[src/rtl/uart_pkg.sv]
// Shared UART definitions: state encoding, default line format and line levels.
// Used by both the transmitter and the receiver so the two agree on framing.
package uart_pkg;

  // Frame-level states shared by transmitter and receiver.
  typedef enum logic [1:0] {
    IDLE  = 2'd0,
    START = 2'd1,
    DATA  = 2'd2,
    STOP  = 2'd3
  } uart_state_e;

  // Default line format: 8 data bits, 8 clocks per bit.
  localparam int UART_BITS         = 8;
  localparam int UART_CLKS_PER_BIT = 8;

  // Line levels: the line rests high, a frame opens low and closes high.
  localparam logic LINE_IDLE = 1'b1;
  localparam logic START_BIT = 1'b0;
  localparam logic STOP_BIT  = 1'b1;

  // Total clock cycles occupied by one frame on the line.
  function automatic int frame_cycles(input int bits, input int clks_per_bit, input int stop_bits);
    return (1 + bits + stop_bits) * clks_per_bit;
  endfunction

endpackage

[src/rtl/uart_bit_timer.sv]
// Bit-cell timer: counts clocks inside one serial bit and flags the last one.
// The same block serves the receiver's sampler, so it knows nothing about frames.
module uart_bit_timer #(
  parameter int CLKS_PER_BIT = 8
) (
  input  logic clk,
  input  logic rst,
  input  logic clear,
  output logic tick
);

  // A width of at least one bit keeps the counter legal for tiny cell sizes.
  localparam int CW = (CLKS_PER_BIT > 1) ? $clog2(CLKS_PER_BIT) : 1;
  localparam logic [CW-1:0] LAST = CW'(CLKS_PER_BIT - 1);

  logic [CW-1:0] count_r;

  // Cycle counter: held at zero while cleared, restarts at every bit boundary.
  always_ff @(posedge clk) begin
    if (rst) begin
      count_r <= {CW{1'b0}};
    end else if (clear) begin
      count_r <= {CW{1'b0}};
    end else if (count_r == LAST) begin
      count_r <= {CW{1'b0}};
    end else begin
      count_r <= count_r + CW'(1);
    end
  end

  // The boundary is the last cycle of the cell; suppressed while cleared.
  assign tick = (count_r == LAST) && !clear;

endmodule

[src/rtl/uart_tx.sv]
// UART transmitter: accepts one word per valid/ready handshake and sends
// start bit, BITS data bits MSB first, then STOP_BITS stop bits on tx.
module uart_tx
  import uart_pkg::*;
#(
  parameter int BITS         = UART_BITS,
  parameter int CLKS_PER_BIT = UART_CLKS_PER_BIT,
  parameter int STOP_BITS    = 1
) (
  input  logic            clk,
  input  logic            rst,
  input  logic [BITS-1:0] data,
  input  logic            valid,
  output logic            ready,
  output logic            tx,
  output logic            busy
);

  localparam int            IW        = $clog2(BITS + 1);
  localparam logic [IW-1:0] LAST_BIT  = IW'(BITS - 1);
  localparam logic          STOP_LAST = 1'(STOP_BITS - 1);

  uart_state_e     state_r;
  logic [BITS-1:0] shift_r;
  logic [IW-1:0]   bit_idx_r;
  logic            stop_idx_r;
  logic            tx_r;
  logic            ready_r;
  logic            busy_r;
  logic            clear_s;
  logic            tick_s;

  // The timer idles at zero so the start bit gets a full cell after acceptance.
  assign clear_s = (state_r == IDLE);

  uart_bit_timer #(
    .CLKS_PER_BIT(CLKS_PER_BIT)
  ) u_timer (
    .clk  (clk),
    .rst  (rst),
    .clear(clear_s),
    .tick (tick_s)
  );

  // Frame sequencer: state, shift register, indices and all line outputs.
  always_ff @(posedge clk) begin
    if (rst) begin
      state_r    <= IDLE;
      shift_r    <= {BITS{1'b0}};
      bit_idx_r  <= {IW{1'b0}};
      stop_idx_r <= 1'b0;
      tx_r       <= LINE_IDLE;
      ready_r    <= 1'b1;
      busy_r     <= 1'b0;
    end else begin
      case (state_r)
        IDLE: begin
          if (valid && ready_r) begin
            shift_r    <= data;
            bit_idx_r  <= {IW{1'b0}};
            stop_idx_r <= 1'b0;
            tx_r       <= START_BIT;
            ready_r    <= 1'b0;
            busy_r     <= 1'b1;
            state_r    <= START;
          end else begin
            tx_r    <= LINE_IDLE;
            ready_r <= 1'b1;
            busy_r  <= 1'b0;
          end
        end
        START: begin
          if (tick_s) begin
            // First data bit goes out; the register moves up to expose the next.
            tx_r      <= shift_r[BITS-1];
            shift_r   <= {shift_r[BITS-2:0], 1'b0};
            bit_idx_r <= {IW{1'b0}};
            state_r   <= DATA;
          end else begin
            tx_r <= START_BIT;
          end
        end
        DATA: begin
          if (tick_s) begin
            if (bit_idx_r == LAST_BIT) begin
              tx_r       <= STOP_BIT;
              stop_idx_r <= 1'b0;
              state_r    <= STOP;
            end else begin
              tx_r      <= shift_r[BITS-1];
              shift_r   <= {shift_r[BITS-2:0], 1'b0};
              bit_idx_r <= bit_idx_r + IW'(1);
            end
          end else begin
            tx_r <= tx_r;
          end
        end
        STOP: begin
          if (tick_s) begin
            if (stop_idx_r == STOP_LAST) begin
              tx_r    <= LINE_IDLE;
              ready_r <= 1'b1;
              busy_r  <= 1'b0;
              state_r <= IDLE;
            end else begin
              stop_idx_r <= stop_idx_r + 1'b1;
            end
          end else begin
            tx_r <= STOP_BIT;
          end
        end
        default: begin
          state_r <= IDLE;
          tx_r    <= LINE_IDLE;
          ready_r <= 1'b1;
          busy_r  <= 1'b0;
        end
      endcase
    end
  end

  assign tx    = tx_r;
  assign ready = ready_r;
  assign busy  = busy_r;

endmodule

[config.mk]
export PLATFORM = sky130hd
export DESIGN_NAME = uart_tx
export DESIGN_NICKNAME = d
export VERILOG_FILES = /design/src/rtl/uart_pkg.sv /design/src/rtl/uart_bit_timer.sv /design/src/rtl/uart_tx.sv
export SDC_FILE = /design/constraint.sdc
export NUM_CORES = 1
export LEC_CHECK = 0
export CAP_MARGIN = 5
export CORE_ASPECT_RATIO = 0.7
export CORE_MARGIN = 2
export CORE_UTILIZATION = 55
export DETAILED_ROUTE_END_ITERATION = 8
export HOLD_SLACK_MARGIN = 0.15
export PLACE_DENSITY = 0.77
export SLEW_MARGIN = 20
export SYNTH_ARGS = -nofsm -noshare
export SYNTH_HDL_FRONTEND = slang
export SYNTH_HIERARCHICAL = 1
export SYNTH_SLANG_ARGS = --single-unit
[constraint.sdc]
create_clock -name clk -period 4.2 [get_ports clk]
set_clock_uncertainty 0.15 [all_clocks]
set_input_delay 0.84 -clock clk [delete_from_list [all_inputs] [get_ports clk]]
set_output_delay 0.84 -clock clk [all_outputs]
set_load 0.05 [all_outputs]
==> impl_metrics.ini, run 1 <==
[outcome]
outcome = complete, no violations

[worst_setup_path]
cp_top_family = buffers and inverters
reg2reg_slack_ns = 1.70
arrival_ns = 1.52
crit_buf_inv = 1
slowest_stage = clkdlybuf4s50_1
crit_type = reg2out
path_max_fanout = 4
cp-start-kind = register
required_ns = 3.21
cp_cell_sequence = clkdlybuf4s50_1
end_kind = output port
max_stage_delay_ns = 0.82

[route]
vias_per_cell = 6.00
drc = 0
drt_pass1_iterations = 4
ant_nets = 0
routedWlPerCell_um = 14.2
drt_iter0_drc = 31
drt-total-wl_mm = 2.14
dr_total_vias = 900

[clock_tree]
htreeDepth = 1
ctsHoldBuffers = 0
cts_sinks = 20
post-cts-setup-buffers = 0
numCtsBuffers = 3
cts_resized = 0
insertion_delay_ns = 0.31
clk_pin_slew_ns = 0.12
root_buffer = clkbuf_4
cts_tree = built
cts_buffer_depth = 2

[pwr]
switchingPower_uw = 350
power.density_nw_per_um2 = 710
irDropWorstVdd_mv = 0.519
leakage_uw = 0.000518
clockPowerShare_pct = 17.5
p_sw_share_pct = 38.3
seqPwrFrac_pct = 31.5
combPwrFrac_pct = 51.0
power.internal_uw = 563

[timing]
worst_pin_slew_ns = 0.653
period_share_pct = 59.7
rsz0062_at_grt = no
finalSetupTns_ns = 0
relSlewSlack_pct = 56.4
timing.fmax_ghz = 0.399
hold_viol = 0
final_max_slew_viol_count = 0
period_needed_ns = 2.51
setup_slack_ns = 1.69
setup_viol = 0

[synth]
synth_top_area_share_pct = 36.3
synth_area_leaders = dfxtp_1, mux2i_1, mux2_2
ys_ff_latch = 20
ys_types = 33
syn_avg_cell_area_sq_um = 9.51
synthesis.nets = 134
synth_top_area_cell = dfxtp_1
async_flop_share_pct = 0
syn_inst = 116
synth_edf_count = 0
synthFlopType = dfxtp_1
synth_area_sq_um = 1100
ys_seq_area_share_pct = 36.3
yosys_warnings = 6

[floorplanning]
pin_count = 14
die-area_sq_um = 2390
core_region_area_sq_um = 1870
die_y_um = 41.5
initial_core_util_pct = 59.0
die-width_um = 57.5
placementRows = 13

[global_routing]
grt_pass1_vias = 824
gr-usage-all-layers_pct = 19.8
grt_pass1_wl_mm = 3.68
antenna_found_initial = 0
gr-total-overflow = 0
grt_max_degree = 25

[placed_design]
hpwl_mm = 1.59
place_ws_ns = 1.49
place.gp.congestion = 0.935
port_buffers = 13
place_inst = 146

[layout]
finalNonFillerCells = 150
multi_input_area_sq_um = 649
fill_cells = 166
register_area_sq_um = 400
syn_to_final_growth_pct = 16.6
n_antenna_cell = 0
nNetsFinal = 147
layout_common_cells = nand2_1, dfxtp_1, clkdlybuf4s50_1, mux2i_1, mux2_2
drive_gt1_share_pct = 11.7

[hold_path]
min_path_type = reg2reg

[job]
maxCapViolCount = 0
-- layer usage --
layer,track usage [%],wire length (um),vias to the layer above
met2,30.7,988,15
li1,-,-,446
met1,27.0,1060,439
met4,3.26,0,0
met5,0,0,-
met3,6.85,87,0
-- power by group through the flow --
stage          Sequential [uW]  Combinational (uW)  Clock (uW)
4_1_cts                    287                 469         162
5_1_grt                    294                 511         171
3_3_place_gp               289                 452           0
3_5_place_dp               291                 466           0
2_1_floorplan              316                 353           0
6_report                   288                 466         160
-- synth_stat cells, types with 2 or more instances --
master / n
o21ai_0: 3
nor4b_1: 3
mux2i_1: 11
ha_1: 7
or4_1: 2
mux2_2: 8
clkbuf_1: 3
inv_1: 7
dfxtp_1: 20
nand2_1: 20
nand3_1: 3
or3_1: 2
nand3b_1: 4
a31oi_1: 3
nor2b_1: 2
-- registers in the layout (all words and copies together) (netlist names) --
signal / cells
shift_r: 8
bit_idx_r: 4
u_timer/count_r: 3
state_r: 2
busy: 1
ready: 1
tx: 1
-- per-stage QoR --
step | util (%) | area [sq um] | hold WS (ns) | total power [uW]
floorplan | - | 1100 | 0.248 | 669
global placement | 66.0 | 1230 | 0.258 | 741
detailed placement | 66.0 | 1230 | 0.273 | 757
CTS | 68.8 | 1290 | 0.292 | 918
global route | 68.8 | 1290 | 0.309 | 976
finish | 68.8 | 1290 | 0.294 | 913
-- cell families after synthesis --
group / share of synthesized area, %
AO/OA/AOI/OAI: 11.9
AND/OR/NAND/NOR: 20.9
flip-flops: 36.3
adder cells (fa/ha/maj): 7.94
multiplexers: 18.1
buffers and inverters: 4.88
-- path summary, 6_finish.rpt --
kind | startpoint | to | cells past startpoint
worst max-delay path | ready | ready | 1
worst min-delay path | u_timer/count_r[0] | u_timer/count_r[0] | 1
worst max register to register | state_r[0] | shift_r[2] | 6
worst min register to register | u_timer/count_r[0] | u_timer/count_r[0] | 1
-- final cells by class --
cell class / instances / share of cell area (%)
Sequential cell: 20 / 31.1
Timing Repair Buffer: 13 / 10.1
Clock inverter: 1 / 2.33
Tap cell: 22 / 2.14
Clock buffer: 3 / 1.75
Multi-Input combinational cell: 84 / 50.5
Inverter: 7 / 2.04
Power figures use the tool's default switching activity.
==> run 2, diff against run 1 <==
CORE_UTILIZATION = 53   (was 55)
PLACE_DENSITY = 0.75   (was 0.77)
clock period = 2.51 ns   (was 4.2 ns; I/O delays follow)
==> impl_metrics.ini, run 2 (synthesis results as in run 1) <==
[worst_setup_path]
path_max_fanout = 7
crit_type = reg2reg
required_ns = 2.54
ff2ff_path_depth = 6
end_kind = register
cp-start-kind = register
arrival_ns = 2.35

[clock_tree]
cts_buffer_depth = 2
clk_pin_slew_ns = 0.11
insertion_delay_ns = 0.30
cts_tree = built
ctsHoldBuffers = 0
numCtsBuffers = 3
root_buffer = clkbuf_4
cts_sinks = 20
htreeDepth = 1

[timing]
relSlewSlack_pct = 58.1
hold_viol = 0
period_needed_ns = 2.32
setup_slack_ns = 0.193
period_share_pct = 92.3
rsz0062_at_grt = no
worst_pin_slew_ns = 0.624
finalSetupTns_ns = 0
timing.fmax_ghz = 0.432
final_max_slew_viol_count = 0
setup_viol = 0

[layout]
nNetsFinal = 153
syn_to_final_growth_pct = 18.1
largestRegisters = shift_r (8), bit_idx_r (4), u_timer/count_r (3)
layout_common_cells = nand2_1, dfxtp_1, clkdlybuf4s50_1, mux2i_1, mux2_2
drive_gt1_share_pct = 15.8
n_antenna_cell = 0
largest_register_ffs = 8
regMostFlops = shift_r

[pwr]
irDropWorstVdd_mv = 0.783
power.density_nw_per_um2 = 1130
leakage_uw = 0.000533

[global_routing]
gr-usage-all-layers_pct = 21.2
antenna_found_initial = 0
grt_use_met3_pct = 6.48
grt_max_degree = 22
gr-total-overflow = 0
grtUsageMet2_pct = 30.6
grt_pass1_wl_mm = 4.00
grt_pass1_vias = 857
grt.busiest_layer = met2
gr-usage-met1_pct = 30.4

[floorplanning]
placementRows = 13
die-area_sq_um = 2470
core_region_area_sq_um = 1900
initial_core_util_pct = 58.0
die_y_um = 42.2
pin_count = 14
die-width_um = 58.5

[hold_path]
worstHoldPathCells = 1
min_path_type = reg2reg

[route]
ant_nets = 0
dr_total_vias = 893
drc = 0
routedWlPerCell_um = 14.8
drt-total-wl_mm = 2.30
vias_per_cell = 5.76
drt_iter0_drc = 30
drt_pass1_iterations = 4

[placed_design]
hpwl_mm = 1.81
port_buffers = 13
place_ws_ns = 0.122
place.gp.congestion = 0.861

[job]
maxCapViolCount = 0

[outcome]
outcome = complete, no violations
run 2: power by group:
| part | internal, uW | total (uW) | switching [uW] | leakage, uW |
|---|---|---|---|---|
| logic | 408 | 845 | 437 | 0.000356 |
| registers | 420 | 485 | 65.5 | 0.000163 |
| clock network | 55.9 | 148 | 91.7 | 0.0000138 |
run 2: cell type report:
cell class                 count  area [sq um]
fill                         157           599
multi-input combinational     84           652
tap                           22          27.5
inverter                       7          26.3
sequential                    20           400
timing repair buffer          19           175
clock buffer                   3          22.5
run 2: through the flow:
stage / cell area, sq um / power [uW] / hold WS [ns] / std cells / utilization, %
final: 1300 / 1480 / 0.306 / 155 / 68.5
after global routing: 1300 / 1590 / 0.322 / 155 / 68.5
after CTS: 1300 / 1490 / 0.311 / 155 / 68.4
after detailed placement: 1280 / 1330 / 0.293 / 152 / 67.2
after global placement: 1280 / 1300 / 0.257 / 152 / 67.2
after floorplan: 1100 / 1120 / 0.248 / 116 / -
run 2: per-layer routing:
layer,vias up,routed length (um)
met4,0,18
met1,417,1170
met3,2,75
li1,456,-
met5,-,0
met2,18,1040
run 2: repair_timing:
action / CTS / global route
endpoints found under the setup margin: 0 / 6
buffers inserted: 0 / 0
resized for setup: 0 / 1
run 2: final timing paths:
path	end	slack [ns]	start
max	shift_r[6]	0.19	u_timer/count_r[0]
min	u_timer/count_r[0]	0.31	u_timer/count_r[0]
max reg2reg	shift_r[6]	0.19	u_timer/count_r[0]
min reg2reg	u_timer/count_r[0]	0.31	u_timer/count_r[0]
run 2: critical path, cell delays in order (launching register included):
cell	delay, ns
dfxtp_1	0.36
ha_1	0.15
ha_1	0.21
nor2b_2	0.27
o21ba_4	0.22
or4_1	0.66
mux2i_1	0.18
